File: config.mk
export PLATFORM = sky130hd
export DESIGN_NAME = regs_seg_display
export DESIGN_NICKNAME = d
export VERILOG_FILES = /design/src/rtl/regs_seg_display_pkg.sv /design/src/rtl/regs_seg_display_bin2bcd_seq.sv /design/src/rtl/regs_seg_display.sv
export SDC_FILE = /design/constraint.sdc
export NUM_CORES = 1
export LEC_CHECK = 0
export CAP_MARGIN = 40
export CORE_MARGIN = 2
export CORE_UTILIZATION = 52
export CTS_CLUSTER_SIZE = 40
export DETAILED_ROUTE_END_ITERATION = 10
export HOLD_SLACK_MARGIN = 0.1
export PLACE_DENSITY = 0.82
export SETUP_SLACK_MARGIN = 0.1
export SLEW_MARGIN = 20
export SYNTH_ARGS = -nofsm -noshare
export SYNTH_HDL_FRONTEND = slang
export SYNTH_HIERARCHICAL = 1
export SYNTH_SLANG_ARGS = --single-unit
File: constraint.sdc
create_clock -name clock_i -period 1.7 [get_ports clock_i]
set_input_delay 0.255 -clock clock_i [delete_from_list [all_inputs] [get_ports clock_i]]
set_output_delay 0.255 -clock clock_i [all_outputs]
set_load 0.02 [all_outputs]
File: src/rtl/regs_seg_display_pkg.sv
// Shared constants for the regs display: active-low segment patterns,
// converter state encoding and the nibble-to-segment decode.
package regs_seg_display_pkg;

  localparam int REGS_W = 14;
  localparam int BCD_W  = 16;
  localparam logic [REGS_W-1:0] OVF_LIMIT = 14'd10000;

  // Patterns are {g,f,e,d,c,b,a}; a 0 lights the segment.
  localparam logic [6:0] SEG_0     = 7'h40;
  localparam logic [6:0] SEG_1     = 7'h79;
  localparam logic [6:0] SEG_2     = 7'h24;
  localparam logic [6:0] SEG_3     = 7'h30;
  localparam logic [6:0] SEG_4     = 7'h19;
  localparam logic [6:0] SEG_5     = 7'h12;
  localparam logic [6:0] SEG_6     = 7'h02;
  localparam logic [6:0] SEG_7     = 7'h78;
  localparam logic [6:0] SEG_8     = 7'h00;
  localparam logic [6:0] SEG_9     = 7'h10;
  localparam logic [6:0] SEG_BLANK = 7'h7F;
  localparam logic [6:0] SEG_DASH  = 7'h3F;

  typedef enum logic [1:0] {
    IDLE  = 2'd0,
    SHIFT = 2'd1,
    DONE  = 2'd2
  } conv_state_e;

  function automatic logic [6:0] seg_decode(input logic [3:0] nib);
    logic [6:0] pat;
    case (nib)
      4'd0:    pat = SEG_0;
      4'd1:    pat = SEG_1;
      4'd2:    pat = SEG_2;
      4'd3:    pat = SEG_3;
      4'd4:    pat = SEG_4;
      4'd5:    pat = SEG_5;
      4'd6:    pat = SEG_6;
      4'd7:    pat = SEG_7;
      4'd8:    pat = SEG_8;
      4'd9:    pat = SEG_9;
      default: pat = SEG_BLANK;
    endcase
    return pat;
  endfunction

endpackage

File: src/rtl/regs_seg_display_bin2bcd_seq.sv
// Sequential double-dabble converter: one capture cycle, 14 add-3/shift
// cycles, one cycle to publish the result.
module bin2bcd_seq
  import regs_seg_display_pkg::*;
(
  input  logic                clock_i,
  input  logic                reset_i,
  input  logic                start,
  input  logic [REGS_W-1:0]   bin,
  output logic [BCD_W-1:0]    bcd,
  output logic                busy
);

  conv_state_e       state_q;
  logic [REGS_W-1:0] shift_q;
  logic [REGS_W-1:0] shift_d;
  logic [BCD_W-1:0]  scratch_q;
  logic [BCD_W-1:0]  scratch_d;
  logic [BCD_W-1:0]  scratch_adj;
  logic [3:0]        iter_q;
  logic [BCD_W-1:0]  bcd_q;
  logic              busy_q;

  genvar gi;
  generate
    for (gi = 0; gi < BCD_W / 4; gi++) begin : g_adj
      assign scratch_adj[gi*4 +: 4] = (scratch_q[gi*4 +: 4] >= 4'd5) ?
                                      scratch_q[gi*4 +: 4] + 4'd3 :
                                      scratch_q[gi*4 +: 4];
    end
  endgenerate

  // The whole {scratch, shift} word moves left by one after adjustment.
  assign scratch_d = {scratch_adj[BCD_W-2:0], shift_q[REGS_W-1]};
  assign shift_d   = {shift_q[REGS_W-2:0], 1'b0};

  always_ff @(posedge clock_i or negedge reset_i) begin
    if (!reset_i) begin
      state_q   <= IDLE;
      shift_q   <= '0;
      scratch_q <= '0;
      iter_q    <= '0;
      bcd_q     <= '0;
      busy_q    <= 1'b0;
    end else begin
      case (state_q)
        IDLE: begin
          if (start) begin
            shift_q   <= bin;
            scratch_q <= '0;
            iter_q    <= '0;
            busy_q    <= 1'b1;
            state_q   <= SHIFT;
          end
        end
        SHIFT: begin
          scratch_q <= scratch_d;
          shift_q   <= shift_d;
          iter_q    <= iter_q + 4'd1;
          if (iter_q == 4'd13) begin
            state_q <= DONE;
          end
        end
        DONE: begin
          bcd_q   <= scratch_q;
          busy_q  <= 1'b0;
          state_q <= IDLE;
        end
        default: state_q <= IDLE;
      endcase
    end
  end

  assign bcd  = bcd_q;
  assign busy = busy_q;

endmodule

File: src/rtl/regs_seg_display.sv
// Display end of the regs bus: change detection, BCD conversion and a
// multiplexed active-low 4-digit seven-segment driver.
module regs_seg_display
  import regs_seg_display_pkg::*;
#(
  parameter int unsigned REFRESH_DIV = 100000,
  parameter logic        BLANK_LZ    = 1'b1
) (
  input  logic              clock_i,
  input  logic              reset_i,
  input  logic [REGS_W-1:0] regs_i,
  output logic [6:0]        seg_o,
  output logic [3:0]        an_o,
  output logic              dp_o,
  output logic [BCD_W-1:0]  bcd_o,
  output logic              busy_o
);

  localparam logic [19:0] DIV_LAST = 20'(REFRESH_DIV - 1);

  logic [REGS_W-1:0] last_q;
  logic              ovf_q;
  logic              start;
  logic              accept;
  logic              ovf_live;
  logic              ovf;
  logic [19:0]       cnt_q;
  logic [1:0]        sel_q;
  logic [3:0]        nib_zero;
  logic [3:0]        lead_zero;
  logic [3:0]        nib;
  logic [6:0]        seg_d;
  logic [6:0]        seg_q;
  logic [3:0]        an_q;
  logic              dp_q;

  bin2bcd_seq u_conv (
    .clock_i (clock_i),
    .reset_i (reset_i),
    .start   (start),
    .bin     (regs_i),
    .bcd     (bcd_o),
    .busy    (busy_o)
  );

  assign start  = (regs_i != last_q);
  assign accept = start && !busy_o;

  // While idle, last_q is exactly the value behind bcd_o; while busy, ovf_q
  // remembers the flag that belongs to the result still on bcd_o.
  assign ovf_live = (last_q >= OVF_LIMIT);
  assign ovf      = busy_o ? ovf_q : ovf_live;

  always_ff @(posedge clock_i or negedge reset_i) begin
    if (!reset_i) begin
      last_q <= '0;
      ovf_q  <= 1'b0;
    end else begin
      if (accept) begin
        last_q <= regs_i;
      end
      if (!busy_o) begin
        ovf_q <= ovf_live;
      end
    end
  end

  always_ff @(posedge clock_i or negedge reset_i) begin
    if (!reset_i) begin
      cnt_q <= '0;
      sel_q <= '0;
    end else if (cnt_q == DIV_LAST) begin
      cnt_q <= '0;
      sel_q <= sel_q + 2'd1;
    end else begin
      cnt_q <= cnt_q + 20'd1;
    end
  end

  genvar gi;
  generate
    for (gi = 0; gi < 4; gi++) begin : g_zero
      assign nib_zero[gi] = (bcd_o[gi*4 +: 4] == 4'd0);
    end
    // Units digit is never blanked; higher digits blank when they and
    // everything above them are zero.
    assign lead_zero[0] = 1'b0;
    for (gi = 1; gi < 4; gi++) begin : g_lz
      assign lead_zero[gi] = &nib_zero[3:gi];
    end
  endgenerate

  assign nib = bcd_o[sel_q*4 +: 4];

  always_comb begin
    seg_d = seg_decode(nib);
    if (ovf) begin
      seg_d = SEG_DASH;
    end else if (BLANK_LZ && lead_zero[sel_q]) begin
      seg_d = SEG_BLANK;
    end
  end

  always_ff @(posedge clock_i or negedge reset_i) begin
    if (!reset_i) begin
      seg_q <= SEG_BLANK;
      an_q  <= 4'hF;
      dp_q  <= 1'b1;
    end else begin
      seg_q <= seg_d;
      an_q  <= ~(4'b0001 << sel_q);
      dp_q  <= !(ovf && (sel_q == 2'd0));
    end
  end

  assign seg_o = seg_q;
  assign an_o  = an_q;
  assign dp_o  = dp_q;

endmodule

; ---- After elaboration in Yosys (flattened, before gate mapping)
; Memories as Yosys holds them, arrays and structs flattened.
; Cells that the tools add are included.
[op_classes]
eq_ne = 7
n_div = 0
n_mux = 21
reduce_logical = 16
add_sub_neg = 7
mul = 0
bitwise_logic = 1
order_cmp = 6
n_shift = 2
[op_table]
columns = operator, n
row1 = 16-bit one-hot mux with 2 select lines, 1
row2 = 14-bit one-hot mux with 2 select lines, 1
row3 = 20-bit by 1-bit adder with 20-bit output (second input constant), 1
row4 = 20-bit by 17-bit == test with 1-bit output (second input constant), 1
row5 = 20-bit 2-to-1 mux, 1
row6 = 4-bit by 3-bit >= comparator with 1-bit output (second input constant), 4
row7 = 16-bit 2-to-1 mux, 1
row8 = 4-bit 2-to-1 mux, 4
row9 = 16-bit by 5-bit indexed part select with 4-bit output, 1
row10 = 14-bit >= comparator (second input constant), 1
row11 = 14-bit 2-to-1 mux, 1
row12 = 7-bit 2-to-1 mux, 2
row13 = 14-bit != test, 1
row14 = 4-bit by 2-bit adder with 4-bit output (second input constant), 3
row15 = 4-bit zero test, 3
row16 = 4-bit one-hot mux with 2 select lines, 1
row17 = 2-bit AND reduction, 4
row18 = 4-bit by 1-bit adder with 4-bit output (second input constant), 1
row19 = 4-bit == test (second input constant), 1
row20 = 2-bit zero test, 2
row21 = 2-bit 2-to-1 mux, 2
row22 = 4-bit NOT, 1
row23 = 2-bit one-hot mux with 2 select lines, 1
row24 = 2-bit nonzero test, 2
row25 = 15 further kinds, 19
[word_totals]
rom_bits = 112
out_inout_bits = 29
mem_bits_rw = 0
memories = 1
latchBits = 0
word_cells = 74
in_bits = 16
regBits = 102
[memory_table]
columns = memory, depth, word_bits, read_ports, rd_clocked_by_memory_dff, write_ports, line
row1 = (name not given), 16, 7, 1, 0, 0, regs_seg_display_pkg.sv:31  ; case (nib)

; ---- Longest topological paths before layout
[logic_depth]
word_depth = 6
ltp_mapped = 8
ltp_nobuf = 7

; ---- By module
; Netlist, hierarchy kept.
[modules_own_cells]
columns = module, area_per_inst_um2, seq_area_each_um2, cells_each, instances
row1 = bin2bcd_seq, 2698.8, 1326.3, 262, 1
row2 = regs_seg_display, 2441.1, 1241.2, 210, 1

; ---- Worst setup path before layout
; OpenSTA, ideal clock, no wires.
[synth_path]
kind = flip-flop to flip-flop
startpoint = reg sel_q[1]
endpoint = reg seg_q[2] (netlist: seg_o[2])
setup_slack_ns = -0.153
path_buffers = 2
setup_ns = 0.091
t_required_ns = 1.609
arrival_ns = 1.762
path_stages_with_launch = 7
synth_period_minus_slack_ns = 1.853
path_cell_list = dfrtp_1 > buf_6 > mux4_2 > buf_6 > or2_4 > a211oi_4 > o31ai_1
[synth_via]
elab_chain_len = 4
elab_cells_between_ends = 6
cone_classes = 1 x shift / 4 x mux / 1 x memory
[synth_lines]
columns = item, line
row1 = start: declaration, regs_seg_display.sv:28  ; logic [1:0] sel_q;
row2 = start signal: assignment, regs_seg_display.sv:74  ; sel_q <= sel_q + 2'd1;
row3 = 16-bit by 5-bit indexed part select with 4-bit output / 1-bit binary-select mux with 2-bit select (equally long branches), "regs_seg_display.sv:93, regs_seg_display.sv:99"
row4 = memory 16 x 7 bit / 1-bit 2-to-1 mux (equally long branches), --
row5 = 7-bit 2-to-1 mux (*), regs_seg_display.sv:99  ; end else if (BLANK_LZ && lead_zero[sel_q]) begin
row6 = 7-bit 2-to-1 mux (*), regs_seg_display.sv:97  ; if (ovf) begin
row7 = named net seg_d[2], regs_seg_display.sv:32  ; logic [6:0] seg_d;
row8 = end signal: assignment, regs_seg_display.sv:110  ; seg_q <= seg_d;
row9 = end: declaration, regs_seg_display.sv:33  ; logic [6:0] seg_q;
; Mark *: on every way through the listed nets, which the timed path passes. The rest lies on a longest branch. The select of a mux whose other input is x is not followed.
; A chain may end at the register's enable or synchronous reset.

; ---- Worst setup path in the final report
[layout_path]
startpoint = reg last_q[10]
endpoint = reg last_q[10]
[layout_via]
elab_chain_len = 2
[layout_lines]
columns = item, line
row1 = start: declaration, regs_seg_display.sv:21  ; logic [REGS_W-1:0] last_q;
row2 = start signal: assignment, regs_seg_display.sv:60  ; last_q <= regs_i;
row3 = 14-bit != test, regs_seg_display.sv:46  ; assign start = (regs_i != last_q);
row4 = 1-bit logical AND, regs_seg_display.sv:47  ; assign accept = start && !busy_o;
; No other way between the ends.

==> metrics <==
Die W=between 100 and 150 um; CP top delay family=buffers and inverters; fin nets=between 600 and 700; Max Cap Violations=0; DR pass1 iterations=5; Worst Setup End Kind=register; Total Routing Usage GR=0.231; placer congestion estimate=a little over 0.8; Final period util=1.15; setup ws final=-0.260 ns; fmax=a little over 500 MHz; critical path class=reg -> reg; Worst-Skew Late Latency=approximately 0.37 ns; gr ovfl total=0; Worst Max-Slew Pin Slew=between 0.4 and 0.5 ns; pins over their slew limit=0; critical path fanouts, max=7; Vias/cell=between 5 and 6; Buf/Inv on CP=3; count of cell types in the netlist=between 40 and 50; Initial Utilization=0.531; leading post-synthesis cells by cell area=dfrtp_1, dfstp_2, ha_1, xnor2_1, nand2_1; hpwl dp=~8 mm; Final Hold Vio Count=0; Critical Path RT=approximately 2 ns; RSZ-0062 raised after global routing=yes; Layout area overhead=34.4%; Filler Cell Count=roughly 650; Power Dens Cells=~1600 nW/um2; Syn Inst Count=472; antenna cells=0; Tmin final=a little under 2 ns; TNS Setup=-9.57 ns; Worst R2R Start=last_q[10]$_DFFE_PN0P_; share of async-settable or async-resettable flops after synthesis=1.00; largest area contributor in the netlist=dfrtp_1; Post-synth EDFFs=0; first-pass GRT wire length=19.1 mm; number of core rows=36; IR drop worst, VDD=~750 uV; final-report setup violation count=between 50 and 60; Die Height=103 um; worst relative slew slack=0.683; # port buffers=44; Routed WL=about 13 mm; CP startpoint kind=register; top-count cell post-synth=dfrtp_1; failing checks=setup timing; CTS Sinks=102; H-tree depth=3; Die ar.=approximately 11000 um2; number of global-route vias before repair=approximately 4000; io pins=between 40 and 50; YS warnings=6; Longest Clk Path Bufs=2; Seq/Total Area, Yosys=0.500; drt wl/cell=approximately 18 um; Post-route DRC=0; status=finished, violations left; R2R Setup Slk=-0.26 ns; Num CTS Buffers=9; total power draw=around 11 mW; end of the critical path=last_q[10]$_DFFE_PN0P_; CP max stage cell=dfrtp_1; post-synthesis cell area=approximately 5100 um2; R2R depth=7; antenna violations before repair=0; largest net degree at the start of global routing=40; CP cell instances=xor2_1, nor4_2, buf_4, buf_6, a41oi_4, clkbuf_16, mux2_4; commonest cells in the netlist=dfrtp_1, nand2_1, inv_1; clock root buffer=clkbuf_8; syn avg cell area=approximately 11 um2; Worst EP arrival=2.21 ns; DR iter-0 viols=around 270; CTS tree=yes; CP startpoint=last_q[10]$_DFFE_PN0P_; Levels on crit path=7; Worst-path clk slew=0.09 ns; syn_nets=508; Final ANT Viol Nets=0; top_reg_cell synth=dfrtp_1; Synth top area share=0.438; routed vias=just over 4000; Critical Path Max Stage Delay=approximately 0.42 ns; min-delay worst type=in -> async; RR Endpoint=last_q[10]$_DFFE_PN0P_; number of register bits inferred by synthesis=roughly 100; share of cells above drive strength 1=0.329; area of the core=9680 um2; P_leak=between 3 and 4 nW; final worst clock skew=about 0.017 ns
-- flip-flops by register name (all words and copies together) (netlist names), 2 cells and up --
signal	cells
u_conv/shift_q	14
u_conv/scratch_q	16
u_conv/bcd	16
an_o	4
seg_o	7
last_q	14
sel_q	2
u_conv/iter_q	4
cnt_q	20
u_conv/state_q	2
-- report_power, final --
group | switching (mW) | total (mW) | internal, mW
combinational | 2.76 | 5.34 | 2.58
clock | 0.826 | 1.95 | 1.13
sequential | 0.720 | 4.02 | 3.30
total | 4.31 | 11.3 | 7.00
-- cell families after synthesis --
kind of cell    after synthesis  share of synthesized area
xor+xnor                     36                     0.0613
flops                       102                      0.500
mux                          23                     0.0582
buf+inv                      49                     0.0523
fa+ha+maj                    20                     0.0487
simple gates                126                      0.125
compound gates              116                      0.155
-- layout by cell type (no fill, tap or decap), drive strengths merged, types with 19 or more instances in the layout --
cell         count
dlygate4sd2     29
inv             29
o21ai           43
xnor2           24
nor2            19
ha              20
a21oi           19
dfrtp           90
nand2           44
buf             74
-- area by class of cell --
type | count | area (um2) | area share
clock inverter | 6 | 134 | 0.0194
multi-input combinational | 323 | 2730 | 0.395
inverter | 29 | 109 | 0.0158
timing repair buffer | 120 | 1070 | 0.156
sequential | 102 | 2570 | 0.372
tap | 133 | 166 | 0.0241
clock buffer | 10 | 128 | 0.0185
-- layer usage --
layer,wire (um),track usage,part of all wire
met1,5330,0.293,0.41
met2,6980,0.402,0.54
met3,523,0.0538,0.040
met4,199,0.0536,0.015
met5,0,0,0
-- metrics by stage --
step | instances | utilization | hold slack (ns) | instance area (um2) | setup slack, ns
after global placement | 688 | 0.638 | 0.199 | 6180 | -0.427
after detailed placement | 688 | 0.638 | 0.199 | 6180 | -0.451
after global routing | 723 | 0.713 | 0.375 | 6910 | -0.298
after CTS | 710 | 0.675 | 0.346 | 6540 | -0.150
after floorplan | 472 | - | -0.0406 | 5270 | -0.120
final | 723 | 0.713 | 0.353 | 6910 | -0.260
-- worst min path at each step --
stage	startpoint	to	slack, ns	cells past startpoint
floorplan	reset_i	cnt_q[0]$_DFF_PN0_	-0.04	0
global placement	reset_i	cnt_q[6]$_DFF_PN0_	0.20	1
detailed placement	reset_i	cnt_q[5]$_DFF_PN0_	0.20	1
CTS	reset_i	cnt_q[5]$_DFF_PN0_	0.35	2
global route	reset_i	cnt_q[5]$_DFF_PN0_	0.38	2
finish	reset_i	cnt_q[5]$_DFF_PN0_	0.35	2
-- repair_timing --
action                                  4_1_cts  5_1_grt
resized for setup                            48       52
hold buffers                                  1        0
pin swaps                                     8       23
endpoints found under the setup margin       93       67
cloned                                        1        3
endpoints found under the hold margin        26        0
setup buffers                                 4       10
-- worst register-to-register path: stages, from the launching register on --
cell       delay, ns
dfrtp_1         0.42
xor2_1          0.20
nor4_2          0.34
buf_4           0.17
buf_6           0.09
a41oi_4         0.12
clkbuf_16       0.22
mux2_4          0.29
(Power assumes the default switching activity.)
